===== src/rtl/regfile_psr_if.sv =====
// Operand/writeback bus between decode/ALU and the register file + PSR block.
// The slave side is the register file; the master side is decode and the ALU.
interface regfile_psr_if #(
  parameter int DATA_WIDTH = 16
);
  logic [3:0]            I_RA_ADDR;
  logic [3:0]            I_RB_ADDR;
  logic [DATA_WIDTH-1:0] O_RA_DATA;
  logic [DATA_WIDTH-1:0] O_RB_DATA;
  logic                  I_WR_EN;
  logic [3:0]            I_WR_ADDR;
  logic [DATA_WIDTH-1:0] I_WR_DATA;
  logic                  I_PSR_WR_EN;
  logic [4:0]            I_PSR_MASK;
  logic [4:0]            I_STATUS;
  logic [4:0]            O_PSR;
  logic [3:0]            I_COND;
  logic                  O_COND_TRUE;

  modport slave (
    input  I_RA_ADDR, I_RB_ADDR, I_WR_EN, I_WR_ADDR, I_WR_DATA,
    input  I_PSR_WR_EN, I_PSR_MASK, I_STATUS, I_COND,
    output O_RA_DATA, O_RB_DATA, O_PSR, O_COND_TRUE
  );

  modport master (
    output I_RA_ADDR, I_RB_ADDR, I_WR_EN, I_WR_ADDR, I_WR_DATA,
    output I_PSR_WR_EN, I_PSR_MASK, I_STATUS, I_COND,
    input  O_RA_DATA, O_RB_DATA, O_PSR, O_COND_TRUE
  );
endinterface


===== src/rtl/regfile_psr.sv =====
// CR16 operand/writeback stage: 2R1W register file with write-through bypass,
// masked PSR latch and branch/Scond condition evaluation on the registered PSR.
module regfile_psr #(
  parameter int DATA_WIDTH = 16,
  parameter int REG_COUNT  = 16
) (
  input  logic           I_CLK,
  input  logic           I_NRESET,
  regfile_psr_if.slave   bus
);

  localparam int PSR_C = 0;
  localparam int PSR_L = 1;
  localparam int PSR_F = 2;
  localparam int PSR_Z = 3;
  localparam int PSR_N = 4;

  logic [DATA_WIDTH-1:0] reg_q [REG_COUNT];
  logic [DATA_WIDTH-1:0] reg_d [REG_COUNT];
  logic [4:0]            psr_q;
  logic [4:0]            psr_d;

  logic                  wr_hit;
  logic [DATA_WIDTH-1:0] ra_data;
  logic [DATA_WIDTH-1:0] rb_data;
  logic                  cond_true;

  assign wr_hit = bus.I_WR_EN && (int'(bus.I_WR_ADDR) < REG_COUNT);

  always_comb begin
    for (int i = 0; i < REG_COUNT; i++) begin
      reg_d[i] = reg_q[i];
      if (wr_hit && (int'(bus.I_WR_ADDR) == i)) begin
        reg_d[i] = bus.I_WR_DATA;
      end
    end
  end

  always_comb begin
    psr_d = psr_q;
    if (bus.I_PSR_WR_EN) begin
      psr_d = (psr_q & ~bus.I_PSR_MASK) | (bus.I_STATUS & bus.I_PSR_MASK);
    end
  end

  always_ff @(posedge I_CLK or negedge I_NRESET) begin
    if (!I_NRESET) begin
      for (int i = 0; i < REG_COUNT; i++) begin
        reg_q[i] <= '0;
      end
      psr_q <= '0;
    end else begin
      for (int i = 0; i < REG_COUNT; i++) begin
        reg_q[i] <= reg_d[i];
      end
      psr_q <= psr_d;
    end
  end

  // Bypass lets a dependent op read the value being written this cycle.
  always_comb begin
    ra_data = '0;
    if (int'(bus.I_RA_ADDR) < REG_COUNT) begin
      ra_data = reg_q[bus.I_RA_ADDR];
    end
    if (bus.I_WR_EN && (bus.I_WR_ADDR == bus.I_RA_ADDR)) begin
      ra_data = bus.I_WR_DATA;
    end
  end

  always_comb begin
    rb_data = '0;
    if (int'(bus.I_RB_ADDR) < REG_COUNT) begin
      rb_data = reg_q[bus.I_RB_ADDR];
    end
    if (bus.I_WR_EN && (bus.I_WR_ADDR == bus.I_RB_ADDR)) begin
      rb_data = bus.I_WR_DATA;
    end
  end

  // Conditions see only the latched PSR, never the incoming status.
  always_comb begin
    cond_true = 1'b0;
    case (bus.I_COND)
      4'd0:  cond_true =  psr_q[PSR_Z];
      4'd1:  cond_true = !psr_q[PSR_Z];
      4'd2:  cond_true =  psr_q[PSR_C];
      4'd3:  cond_true = !psr_q[PSR_C];
      4'd4:  cond_true =  psr_q[PSR_L];
      4'd5:  cond_true = !psr_q[PSR_L];
      4'd6:  cond_true =  psr_q[PSR_N];
      4'd7:  cond_true = !psr_q[PSR_N];
      4'd8:  cond_true =  psr_q[PSR_F];
      4'd9:  cond_true = !psr_q[PSR_F];
      4'd10: cond_true = !psr_q[PSR_L] && !psr_q[PSR_Z];
      4'd11: cond_true =  psr_q[PSR_L] ||  psr_q[PSR_Z];
      4'd12: cond_true = !psr_q[PSR_N] && !psr_q[PSR_Z];
      4'd13: cond_true =  psr_q[PSR_N] ||  psr_q[PSR_Z];
      4'd14: cond_true = 1'b1;
      default: cond_true = 1'b0;
    endcase
  end

  assign bus.O_RA_DATA   = ra_data;
  assign bus.O_RB_DATA   = rb_data;
  assign bus.O_PSR       = psr_q;
  assign bus.O_COND_TRUE = cond_true;

endmodule


===== src/flat_wrapper.sv =====
// flat-port wrapper written by rule: the top's interface ports become plain ports
module regfile_psr_flat 
#(
  parameter int DATA_WIDTH = 16,
  parameter int REG_COUNT  = 16
)
  (I_CLK, I_NRESET, bus_I_RA_ADDR, bus_I_RB_ADDR, bus_I_WR_EN, bus_I_WR_ADDR, bus_I_WR_DATA, bus_I_PSR_WR_EN, bus_I_PSR_MASK, bus_I_STATUS, bus_I_COND, bus_O_RA_DATA, bus_O_RB_DATA, bus_O_PSR, bus_O_COND_TRUE);
  regfile_psr_if #(.DATA_WIDTH(DATA_WIDTH)) bus_i ();
  input  logic I_CLK;
  input  logic I_NRESET;
  input wire logic [$bits(bus_i.I_RA_ADDR)-1:0] bus_I_RA_ADDR;
  input wire logic [$bits(bus_i.I_RB_ADDR)-1:0] bus_I_RB_ADDR;
  input wire logic [$bits(bus_i.I_WR_EN)-1:0] bus_I_WR_EN;
  input wire logic [$bits(bus_i.I_WR_ADDR)-1:0] bus_I_WR_ADDR;
  input wire logic [$bits(bus_i.I_WR_DATA)-1:0] bus_I_WR_DATA;
  input wire logic [$bits(bus_i.I_PSR_WR_EN)-1:0] bus_I_PSR_WR_EN;
  input wire logic [$bits(bus_i.I_PSR_MASK)-1:0] bus_I_PSR_MASK;
  input wire logic [$bits(bus_i.I_STATUS)-1:0] bus_I_STATUS;
  input wire logic [$bits(bus_i.I_COND)-1:0] bus_I_COND;
  output wire logic [$bits(bus_i.O_RA_DATA)-1:0] bus_O_RA_DATA;
  output wire logic [$bits(bus_i.O_RB_DATA)-1:0] bus_O_RB_DATA;
  output wire logic [$bits(bus_i.O_PSR)-1:0] bus_O_PSR;
  output wire logic [$bits(bus_i.O_COND_TRUE)-1:0] bus_O_COND_TRUE;
  assign bus_i.I_RA_ADDR = bus_I_RA_ADDR;
  assign bus_i.I_RB_ADDR = bus_I_RB_ADDR;
  assign bus_i.I_WR_EN = bus_I_WR_EN;
  assign bus_i.I_WR_ADDR = bus_I_WR_ADDR;
  assign bus_i.I_WR_DATA = bus_I_WR_DATA;
  assign bus_i.I_PSR_WR_EN = bus_I_PSR_WR_EN;
  assign bus_i.I_PSR_MASK = bus_I_PSR_MASK;
  assign bus_i.I_STATUS = bus_I_STATUS;
  assign bus_i.I_COND = bus_I_COND;
  assign bus_O_RA_DATA = bus_i.O_RA_DATA;
  assign bus_O_RB_DATA = bus_i.O_RB_DATA;
  assign bus_O_PSR = bus_i.O_PSR;
  assign bus_O_COND_TRUE = bus_i.O_COND_TRUE;
  regfile_psr #(.DATA_WIDTH(DATA_WIDTH), .REG_COUNT(REG_COUNT)) u_core (.I_CLK(I_CLK), .I_NRESET(I_NRESET), .bus(bus_i));
endmodule

===== config.mk =====
export PLATFORM = sky130hd
export DESIGN_NAME = regfile_psr_flat
export DESIGN_NICKNAME = d
export VERILOG_FILES = /design/src/rtl/regfile_psr_if.sv /design/src/rtl/regfile_psr.sv /design/src/flat_wrapper.sv
export SDC_FILE = /design/constraint.sdc
export NUM_CORES = 1
export LEC_CHECK = 0
export CAP_MARGIN = 20
export CORE_ASPECT_RATIO = 1.4
export CORE_MARGIN = 2
export CORE_UTILIZATION = 40
export CTS_CLUSTER_SIZE = 8
export DETAILED_ROUTE_END_ITERATION = 8
export HOLD_SLACK_MARGIN = 0.08
export SYNTH_ARGS = -nofsm -noshare
export SYNTH_HDL_FRONTEND = slang
export SYNTH_SLANG_ARGS = --single-unit

===== constraint.sdc =====
create_clock -name I_CLK -period 2 [get_ports I_CLK]
set_input_delay 0.2 -clock I_CLK [delete_from_list [all_inputs] [get_ports I_CLK]]
set_output_delay 0.2 -clock I_CLK [all_outputs]
set_load 0.1 [all_outputs]

==> impl_results.md <==
- Run status: finished, violations left
- Failing checks: setup timing
- Tcrit/Tclk final: 123%
- Startpoint type of the worst setup path: flop
- Critical Path Fanout Max: 3
- Width of the die: 166 µm
- Detailed Place HPWL: approximately 27000 µm
- CP Capture Type: output port
- First-pass GRT wire length: 61900 µm
- Antenna cells: 0
- Adder-cell area share of the yosys netlist: 0%
- Worst setup margin: -0.456 ns
- Total power: 20300 µW
- Yosys top cell area share: 44.5%
- Seq cells post-synth: around 260
- Clk pwr share: between 20% and 30%
- Worst Path Required: between 1.5 and 2 ns
- CTS Buf Count: 38
- Multi-input logic area: 7920 µm²
- Core ar.: 36500 µm²
- Synth Flop Type: dfrtp_1
- Number of synthesized flops with an enable pin: 0
- Top flop regs: u_core.reg_q (256)
- Number of flip-flops in the largest register: 256
- Area Overhead vs Synth: 27.9%
- Share of layout cells above drive strength 1: 55.7%
- Die area: 38300 µm²
- # clock sinks: between 200 and 300
- DRT antenna net count: 0
- Async SR Flop Fraction: 100%
- Vias in the first global route: 10100
- Pwr Density: 1080 nW/µm²
- Combinational Power Share: 35.8%
- Synth top area cells: dfrtp_1 45%, mux4_2 20%, mux2_2 16%
- RSZ-0062 raised after global routing: true
- Root buffer cell: clkbuf_16
- Clock slew at the register clock pins of the worst setup and hold paths: 0.06 ns
- Worst hold slack: 0.164 ns
- NetSw: between 6000 and 7000 µW
- WP data arrival: 2.26 ns
- Simple-Gate Fraction of Synth Area: about 1.9%
- Storage cell area: between 6000 and 7000 µm²
- Int Pwr: 13700 µW
- Setup Skew: 0 ns
- Fill count: roughly 3000
- Chip height: 231 µm
- Tightest Hold Check Type: in2async
- Relative slew margins: 70.0%
- Initial core utilization: 40.3%
- Syn_nets: just under 1000
- Post-synth cell types: 34
- CP max stage cell: mux4_2
- Tot GR Track Use: 21.5%
- Xor/xnor cell area share of the yosys netlist: 0.597%
- Switching share of power: between 30% and 40%
- Largest net degree at the start of global routing: 67
- Final Wtd Congestion: 0.785
- Post-synth top area cell: dfrtp_1
- FMAX: between 0.4 and 0.5 GHz
- Syn Area/Cell: 15.8 µm²
- Count leader, synth: dfrtp_1
- Worst Tran Pin Value: 0.441 ns
- Sequential share of power: between 30% and 40%
- Max Cap Viol: 0
- Worst Reg-to-Reg Cells: 2
- Initial antenna violation count: 0
- Routed wire per std cell: about 25 µm
- Largest family of logic cells by synthesized area: multiplexers
- Synth Area in Compound Gates: 0.460%
- Core Rows: 83
- Drt pass-1 iters: 4
- Final nets: between 1000 and 1500
- Cells after Synth: around 900
- Vias: 9041
- Top Ports: 84
- IO Port Bufs: 83
- Initial drt markers: 546
- # H-tree levels: 2
- Final wirelength: between 40000 and 50000 µm
- CTS tree: built
- Worst-Skew Late Latency: slightly above 0.5 ns
- # DRC: 0
- Final Hold Viols: 0
- Max VDD drop: 0.849 mV
- Crit path time final: approximately 2.5 ns
- Slowest Stage Delay on Critical Path: between 0.4 and 0.5 ns
- Grt total ovfl: 0
- Leakage: 0.00801 µW
- Top cells by count, synth: 261 x dfrtp_1, 205 x mux2_2, 128 x mux4_2
- Mapped Area: 14700 µm²
- Max-slew violation count: 0
- Sequential cell area fraction in the yosys report: 44.5%
- Setup violators final: 33
- CP Class: reg2out
- Top reg by flops: u_core.reg_q
- Mux cell area share after synthesis: 49.3%
- Synth warn: 0
- Vias per cell: approximately 5.7
- Cells along the critical path: mux4_2 -> mux2i_1 -> mux2i_2 -> mux2_4 -> buf_12
- Max Buffers Root-to-Sink: 3
layout by cell type, fill, tap and decap left out, types with 5 or more instances in the layout:
cell type / synthesis / final
dfrtp_1: 261 / 256
xor2_1: 6 / 6
mux2i_2: 0 / 16
mux2_4: 20 / 52
clkdlybuf4s50_1: 0 / 37
nor2_2: 9 / 9
buf_12: 0 / 75
nand2_1: 10 / 10
mux2_2: 205 / 173
mux2_1: 69 / 69
clkbuf_16: 0 / 39
nor2_1: 5 / 5
buf_4: 2 / 98
mux2i_1: 96 / 76
nand2b_1: 6 / 6
mux4_2: 128 / 128
per-stage QoR:
stage	worst slack, ns	std cells	util (%)	TNS (ns)	instance area (µm²)
global placement	-0.255	1520	47.8	-13.16	17400
detailed placement	-0.307	1520	47.8	-19.15	17400
floorplan	0.00148	926	-	0	14700
global route	-0.523	1573	51.5	-13.79	18800
CTS	-0.539	1570	51.2	-12.69	18700
finish	-0.456	1573	51.5	-11.37	18800
final timing paths:
check,end,slack (ns),from
max in group asynchronous,u_core.reg_q[99],1.05,I_NRESET
setup reg to reg,flop,0.98,flop
hold reg to reg,u_core.reg_q[199],0.51,u_core.reg_q[199]
hold / removal,u_core.reg_q[231],0.16,I_NRESET
min in group I_CLK,flop,0.30,bus_I_STATUS[2]
setup / recovery,bus_O_RB_DATA[3],-0.46,u_core.reg_q[35]
area by class of cell:
cell class              count  area share [%]
clock buffers              43            5.28
clock inverters             1          0.0467
inverters                   2          0.0400
multi-input cells         580            42.2
flip-flops and latches    261            34.9
well taps                 467            3.11
repair buffers            219            14.5
metal layers:
layer	GRT usage [%]	vias to the layer above	share of wire [%]
met4	6.66	0	2.8
li1	-	3920	-
met2	38.4	192	53
met3	2.62	62	3.5
met5	0	-	0
met1	27.3	4867	41
timing repair:
item | CTS | global route
pin swaps | 4 | 2
endpoints found under the setup margin | 33 | 33
hold endpoints to repair | 261 | 0
gates resized for setup | 45 | 17
hold buffers | 1 | 0
setup buffers | 6 | 4
gates cloned | 1 | 0
cell families (layout without fill, tap and decap cells):
group | Yosys count | in the layout
AOI/OAI and AO/OA | 10 | 10
buffers and inverters | 85 | 265
xor gates and xnor gates | 10 | 10
and+or+nand+nor | 42 | 42
muxes | 518 | 518
DFF | 261 | 261
worst max-delay path, delay by kind of cell (launching register included):
family	cells	cell delay, ns
buf+inv	1	0.17
mux	4	1.19
flops	1	0.38
power groups by stage:
stage / combinational, µW / clock (µW) / sequential [µW]
after floorplan: 4800 / 0 / 7270
after global placement: 6940 / 0 / 7390
after detailed placement: 7010 / 0 / 7470
after CTS: 7250 / 5810 / 7380
after global routing: 7640 / 6010 / 7570
final: 7270 / 5670 / 7400
Note: power is estimated with default switching activity, not from simulation.
